$ cat src/rtl/shared_debounce_arbiter.sv
// Multi-key switch debouncer sharing one interval timer between all keys.
// Each key is synchronized, then a round-robin arbiter hands the single
// down-counter to one pending key at a time. A key whose synchronized level
// stays different from its debounced level for the whole interval has its
// debounced level toggled, with a one-cycle rise or fall tick.
module shared_debounce_arbiter #(
  parameter int CLK_FREQ_HZ = 50_000_000,
  parameter int INTERVAL_MS = 40,
  parameter int N_KEYS      = 4
) (
  input  logic              clk,
  input  logic              reset_n,
  input  logic [N_KEYS-1:0] sw,
  output logic [N_KEYS-1:0] db_level,
  output logic [N_KEYS-1:0] rise_tick,
  output logic [N_KEYS-1:0] fall_tick,
  output logic              busy,
  output logic [2:0]        owner
);

  // Debounce interval in clock cycles.
  localparam int I  = CLK_FREQ_HZ / 1000 * INTERVAL_MS;
  localparam int CW = (I < 2) ? 1 : $clog2(I);
  localparam logic [CW-1:0] LOAD     = CW'(I - 1);
  localparam logic [2:0]    LAST_KEY = 3'(N_KEYS - 1);

  localparam logic [1:0] ST_IDLE   = 2'd0;
  localparam logic [1:0] ST_WAIT   = 2'd1;
  localparam logic [1:0] ST_COMMIT = 2'd2;

  // Reject parameter sets the timer or owner encoding cannot represent.
  if (I < 2) begin : g_bad_interval
    $error("shared_debounce_arbiter: debounce interval must be at least 2 cycles");
  end
  if (N_KEYS < 2 || N_KEYS > 8) begin : g_bad_keys
    $error("shared_debounce_arbiter: N_KEYS must be in 2..8");
  end

  logic [N_KEYS-1:0] sync_1;
  logic [N_KEYS-1:0] s_sync;
  logic [1:0]        state;
  logic [CW-1:0]     cnt;
  logic [2:0]        ptr;
  logic [2:0]        owner_q;

  logic [N_KEYS-1:0] pending;
  logic [N_KEYS-1:0] owner_mask;
  logic              owner_pending;
  logic [2:0]        next_ptr;
  logic              grant_valid;
  logic [2:0]        grant_idx;

  // Two-flop synchronizer on every raw switch input.
  // NOTE: sequential state uses non-blocking (<=) so every flop samples
  // pre-edge values; blocking here would collapse the two stages into one.
  always_ff @(posedge clk or negedge reset_n) begin
    if (!reset_n) begin
      sync_1 <= '0;
      s_sync <= '0;
    end else begin
      sync_1 <= sw;
      s_sync <= sync_1;
    end
  end

  assign pending       = s_sync ^ db_level;
  assign owner_mask    = {{(N_KEYS-1){1'b0}}, 1'b1} << owner_q;
  assign owner_pending = |(pending & owner_mask);
  assign next_ptr      = (owner_q >= LAST_KEY) ? 3'd0 : owner_q + 3'd1;

  // Round-robin pick: lowest pending index at or above ptr, else lowest overall.
  // NOTE: every output gets a default before the loop so no latch is inferred.
  always_comb begin
    logic          any_hi;
    logic          any_lo;
    logic [2:0]    hi_idx;
    logic [2:0]    lo_idx;
    any_hi = 1'b0;
    any_lo = 1'b0;
    hi_idx = 3'd0;
    lo_idx = 3'd0;
    for (int j = N_KEYS - 1; j >= 0; j--) begin
      if (pending[j]) begin
        any_lo = 1'b1;
        lo_idx = 3'(j);
        if (3'(j) >= ptr) begin
          any_hi = 1'b1;
          hi_idx = 3'(j);
        end
      end
    end
    grant_valid = any_lo;
    grant_idx   = any_hi ? hi_idx : lo_idx;
  end

  // Arbitration FSM, shared timer and debounced level / tick registers.
  always_ff @(posedge clk or negedge reset_n) begin
    if (!reset_n) begin
      state     <= ST_IDLE;
      cnt       <= '0;
      ptr       <= 3'd0;
      owner_q   <= 3'd0;
      db_level  <= '0;
      rise_tick <= '0;
      fall_tick <= '0;
    end else begin
      rise_tick <= '0;
      fall_tick <= '0;
      case (state)
        ST_IDLE: begin
          if (grant_valid) begin
            owner_q <= grant_idx;
            cnt     <= LOAD;
            state   <= ST_WAIT;
          end
        end
        ST_WAIT: begin
          if (!owner_pending) begin
            // Level bounced back before the interval expired: drop the grant.
            state <= ST_IDLE;
            ptr   <= next_ptr;
          end else if (cnt == '0) begin
            state     <= ST_COMMIT;
            db_level  <= db_level ^ owner_mask;
            rise_tick <= owner_mask & ~db_level;
            fall_tick <= owner_mask & db_level;
          end else begin
            cnt <= cnt - CW'(1);
          end
        end
        ST_COMMIT: begin
          state <= ST_IDLE;
          ptr   <= next_ptr;
        end
        default: begin
          state <= ST_IDLE;
        end
      endcase
    end
  end

  assign busy  = (state == ST_WAIT) || (state == ST_COMMIT);
  assign owner = busy ? owner_q : 3'd0;

endmodule

$ cat config.mk
export PLATFORM = sky130hd
export DESIGN_NAME = shared_debounce_arbiter
export DESIGN_NICKNAME = d
export VERILOG_FILES = /design/src/rtl/shared_debounce_arbiter.sv
export SDC_FILE = /design/constraint.sdc
export NUM_CORES = 1
export LEC_CHECK = 0
export ABC_CLOCK_PERIOD_IN_PS = 3000
export BUFFER_PORTS_ARGS = -buffer_cell sky130_fd_sc_hd__buf_2
export CELL_PAD_IN_SITES_DETAIL_PLACEMENT = 1
export CELL_PAD_IN_SITES_GLOBAL_PLACEMENT = 1
export CORE_ASPECT_RATIO = 0.6
export CORE_MARGIN = 1.5
export CORE_UTILIZATION = 47
export DETAILED_ROUTE_END_ITERATION = 7
export MAX_ROUTING_LAYER = met4
export PLACE_DENSITY_LB_ADDON = 0.1
export SETUP_SLACK_MARGIN = 0.3
export SYNTH_ARGS = -nofsm -noshare
export SYNTH_HDL_FRONTEND = slang
export SYNTH_SLANG_ARGS = --single-unit
export TNS_END_PERCENT = 5
$ cat constraint.sdc
create_clock -name clk -period 3 [get_ports clk]
set_input_delay 0.6 -clock clk [delete_from_list [all_inputs] [get_ports clk]]
set_output_delay 0.6 -clock clk [all_outputs]
set_load 0.01 [all_outputs]
==> flow_metrics.py <==
metrics = {
    "synth": {
        "ys_ff_latch": 47,
        "yosysTopAreaCell": "dfrtp_1",
        "syn_nets": 258,
        "ys_seq_area_frac": 0.475,
        "synth_area_leaders": "dfrtp_1, ha_1, mux2i_1",
        "yosysWarnings": 0,
        "synth_area_mm2": 0.00248,
        "synth_ff_type": "dfrtp_1",
        "synth-edff-count": 0,
        "synthMostInstantiatedCell": "dfrtp_1",
        "syn_avg_cell_area_um2": 10.5,
        "synth-async-reset-ratio": 1.00,
        "synth_commonest_cells": "dfrtp_1, ha_1, and2_1",
        "yosysUniqueCellTypes": 52,
        "syn_inst": 235,
        "netlist.area_leader.share": 0.475,
    },
    "die": {
        "coreArea_mm2": 0.00508,
        "die_w_um": 96.8,
        "pin_count": 22,
        "die_y_um": 59.3,
        "initial_core_util": 0.488,
        "die_area_mm2": 0.00573,
        "rows": 20,
    },
    "worst_setup_path": {
        "crit_required_ps": 3220,
        "slowest_delay_ps": 800,
        "path_cells": "nor4_1 -> nand2_1 -> a2111oi_0 -> and3_1 -> mux2i_1",
        "critPathMaxFanout": 5,
        "crit_type": "register to register",
        "worstPathArrival_ps": 2760,
        "cp-start-kind": "register",
        "crit_path_top_delay_cell": "a2111oi_0",
        "end_kind": "register",
    },
    "clocking": {
        "cts_inserted_buffers": 5,
        "hold_buffers": 0,
        "cts_root_buf": "clkbuf_8",
        "cts.reportedPaths.clkPinSlew_ps": 90,
        "cts_tree": "built",
        "cts_setup_buffers": 0,
        "cts_htree_levels": 2,
        "clock_sinks": 47,
        "clockBufferDepth": 2,
        "insertion_delay_ps": 300,
        "cts_resized": 0,
    },
    "power_and_ir_drop": {
        "switching_share": 0.377,
        "seqPwrFrac": 0.437,
        "clkPwrFrac": 0.214,
        "ir_drop_v": 0.000415,
        "p_leak_nw": 1.20,
        "power_mw": 1.74,
        "p_sw_mw": 0.657,
        "share_comb_of_total_power": 0.349,
        "pwr_density_cell_mw_per_mm2": 635,
        "p_int_mw": 1.09,
    },
    "routing": {
        "wl_met2_um": 2700,
        "drt-pass1-iter-count": 4,
        "viasPerCell": 5.85,
        "drtIter0Drc": 82,
        "drtAntennaViolNets": 0,
        "via_count": 1914,
        "met3_length_um": 277,
        "wire_per_inst_um": 18.9,
        "route.detailed.drc": 0,
        "topRoutingLayerUsed": "met4",
        "totalWireLength_um": 6180,
        "drt-met1-wl_um": 3150,
    },
    "timing": {
        "grt_setup_unrepaired": "false",
        "hold_ws_ps": 239,
        "min_period_ps": 2540,
        "tightestPinTransition_ps": 878,
        "fmaxAchievable_ghz": 0.394,
        "hold_violations": 0,
        "final.period_utilization": 0.847,
        "slew_viol_final": 0,
        "finalSetupViolations": 0,
        "fin_setup_tns_ps": 0,
        "slew_headroom": 0.400,
        "clock_skew_ps": 11.4,
    },
    "status": {
        "status": "complete, no violations",
    },
    "final_layout": {
        "fillers": 577,
        "drive_gt1_frac": 0.157,
        "area_growth_pct": 10.8,
        "num_antenna_cells": 0,
        "fin_nets": 283,
    },
    "place": {
        "gp_congestion": 0.915,
        "dp_hpwl_um": 4550,
        "port_buffers": 20,
    },
    "global_routing": {
        "overflow": 0,
        "grt_max_degree": 28,
        "antenna_found_initial": 0,
        "grt_pass1_vias": 1927,
        "grt_pass1_wl_um": 10100,
        "grt_usage": 0.240,
    },
    "job": {
        "max_cap_violations": 0,
    },
    "min_path": {
        "hold_path.class": "input port to async pin",
    },
}
cells in the final DEF, fill, tap and decap left out, drive strengths merged, types with 3 or more instances in the layout:
cell type  count
a21oi          7
a31oi          4
and2          16
and3           3
buf           26
clkbuf         7
dfrtp         47
ha            17
inv           12
mux2i         12
nand2         14
nand3          3
nand4          5
nor2          12
nor3           7
nor4          10
o21ai         12
o31ai          3
or2            3
or3            3
xor2           4
registers in the layout, indices dropped and copies added, names as in the netlist:
register / count
cnt: 21
db_level: 4
fall_tick: 4
rise_tick: 4
s_sync: 4
sync_1: 4
owner_q: 2
ptr: 2
state: 2
critical path, delay by kind of cell, from the launching register on:
kind / cells / cell delay (ps)
flip-flops: 1 / 430
AND/OR/NAND/NOR: 3 / 1060
AO/OA/AOI/OAI: 1 / 800
multiplexers: 1 / 190
power groups by stage:
stage | logic [mW] | clock network (mW) | registers, mW
CTS | 0.615 | 0.383 | 0.765
floorplan | 0.406 | 0 | 0.752
finish | 0.608 | 0.373 | 0.763
detailed placement | 0.605 | 0 | 0.778
global placement | 0.586 | 0 | 0.771
global route | 0.674 | 0.411 | 0.774
cells by family after synthesis:
kind of cell               after synthesis  share of synthesized area
and+or+nand+nor                         87                      0.196
AOI/OAI and AO/OA                       46                      0.126
xor gates and xnor gates                 4                     0.0278
adders and majority gates               17                     0.0858
muxes                                   13                     0.0530
DFF                                     47                      0.475
buffers and inverters                   20                     0.0353
other                                    1                    0.00151
final cells by class:
cell class	instances	area [µm²]	area share
multi-input combinational	168	1210	0.443
sequential	47	1180	0.428
tap	66	82.6	0.0301
clock inverter	1	5.00	0.00182
clock buffer	7	76.3	0.0278
timing repair buffer	26	145	0.0529
inverter	12	45.0	0.0164
per-layer routing:
layer	up-vias	GRT usage
met5	-	-
met4	0	0.0497
met3	6	0.0425
met2	38	0.359
met1	974	0.345
li1	896	-
worst paths after layout:
kind	from	slack [ps]	depth (start not counted)	to
min reg2reg	sync_1[3]	350	0	s_sync[3]
min in group clk	sync_1[3]	350	0	s_sync[3]
max	cnt[0]	460	5	cnt[11]
max in group asynchronous	reset_n	2030	2	cnt[8]
max reg2reg	cnt[0]	460	5	cnt[11]
min	reset_n	240	1	rise_tick[0]
metrics by stage:
step / setup WS [ps] / utilization / instances / cell area, µm²
finish: 460 / 0.540 / 327 / 2750
detailed placement: 560 / 0.524 / 319 / 2660
global route: 407 / 0.540 / 327 / 2750
global placement: 562 / 0.524 / 319 / 2660
floorplan: 901 / - / 235 / 2480
CTS: 568 / 0.540 / 327 / 2750
(Power assumes the default switching activity.)
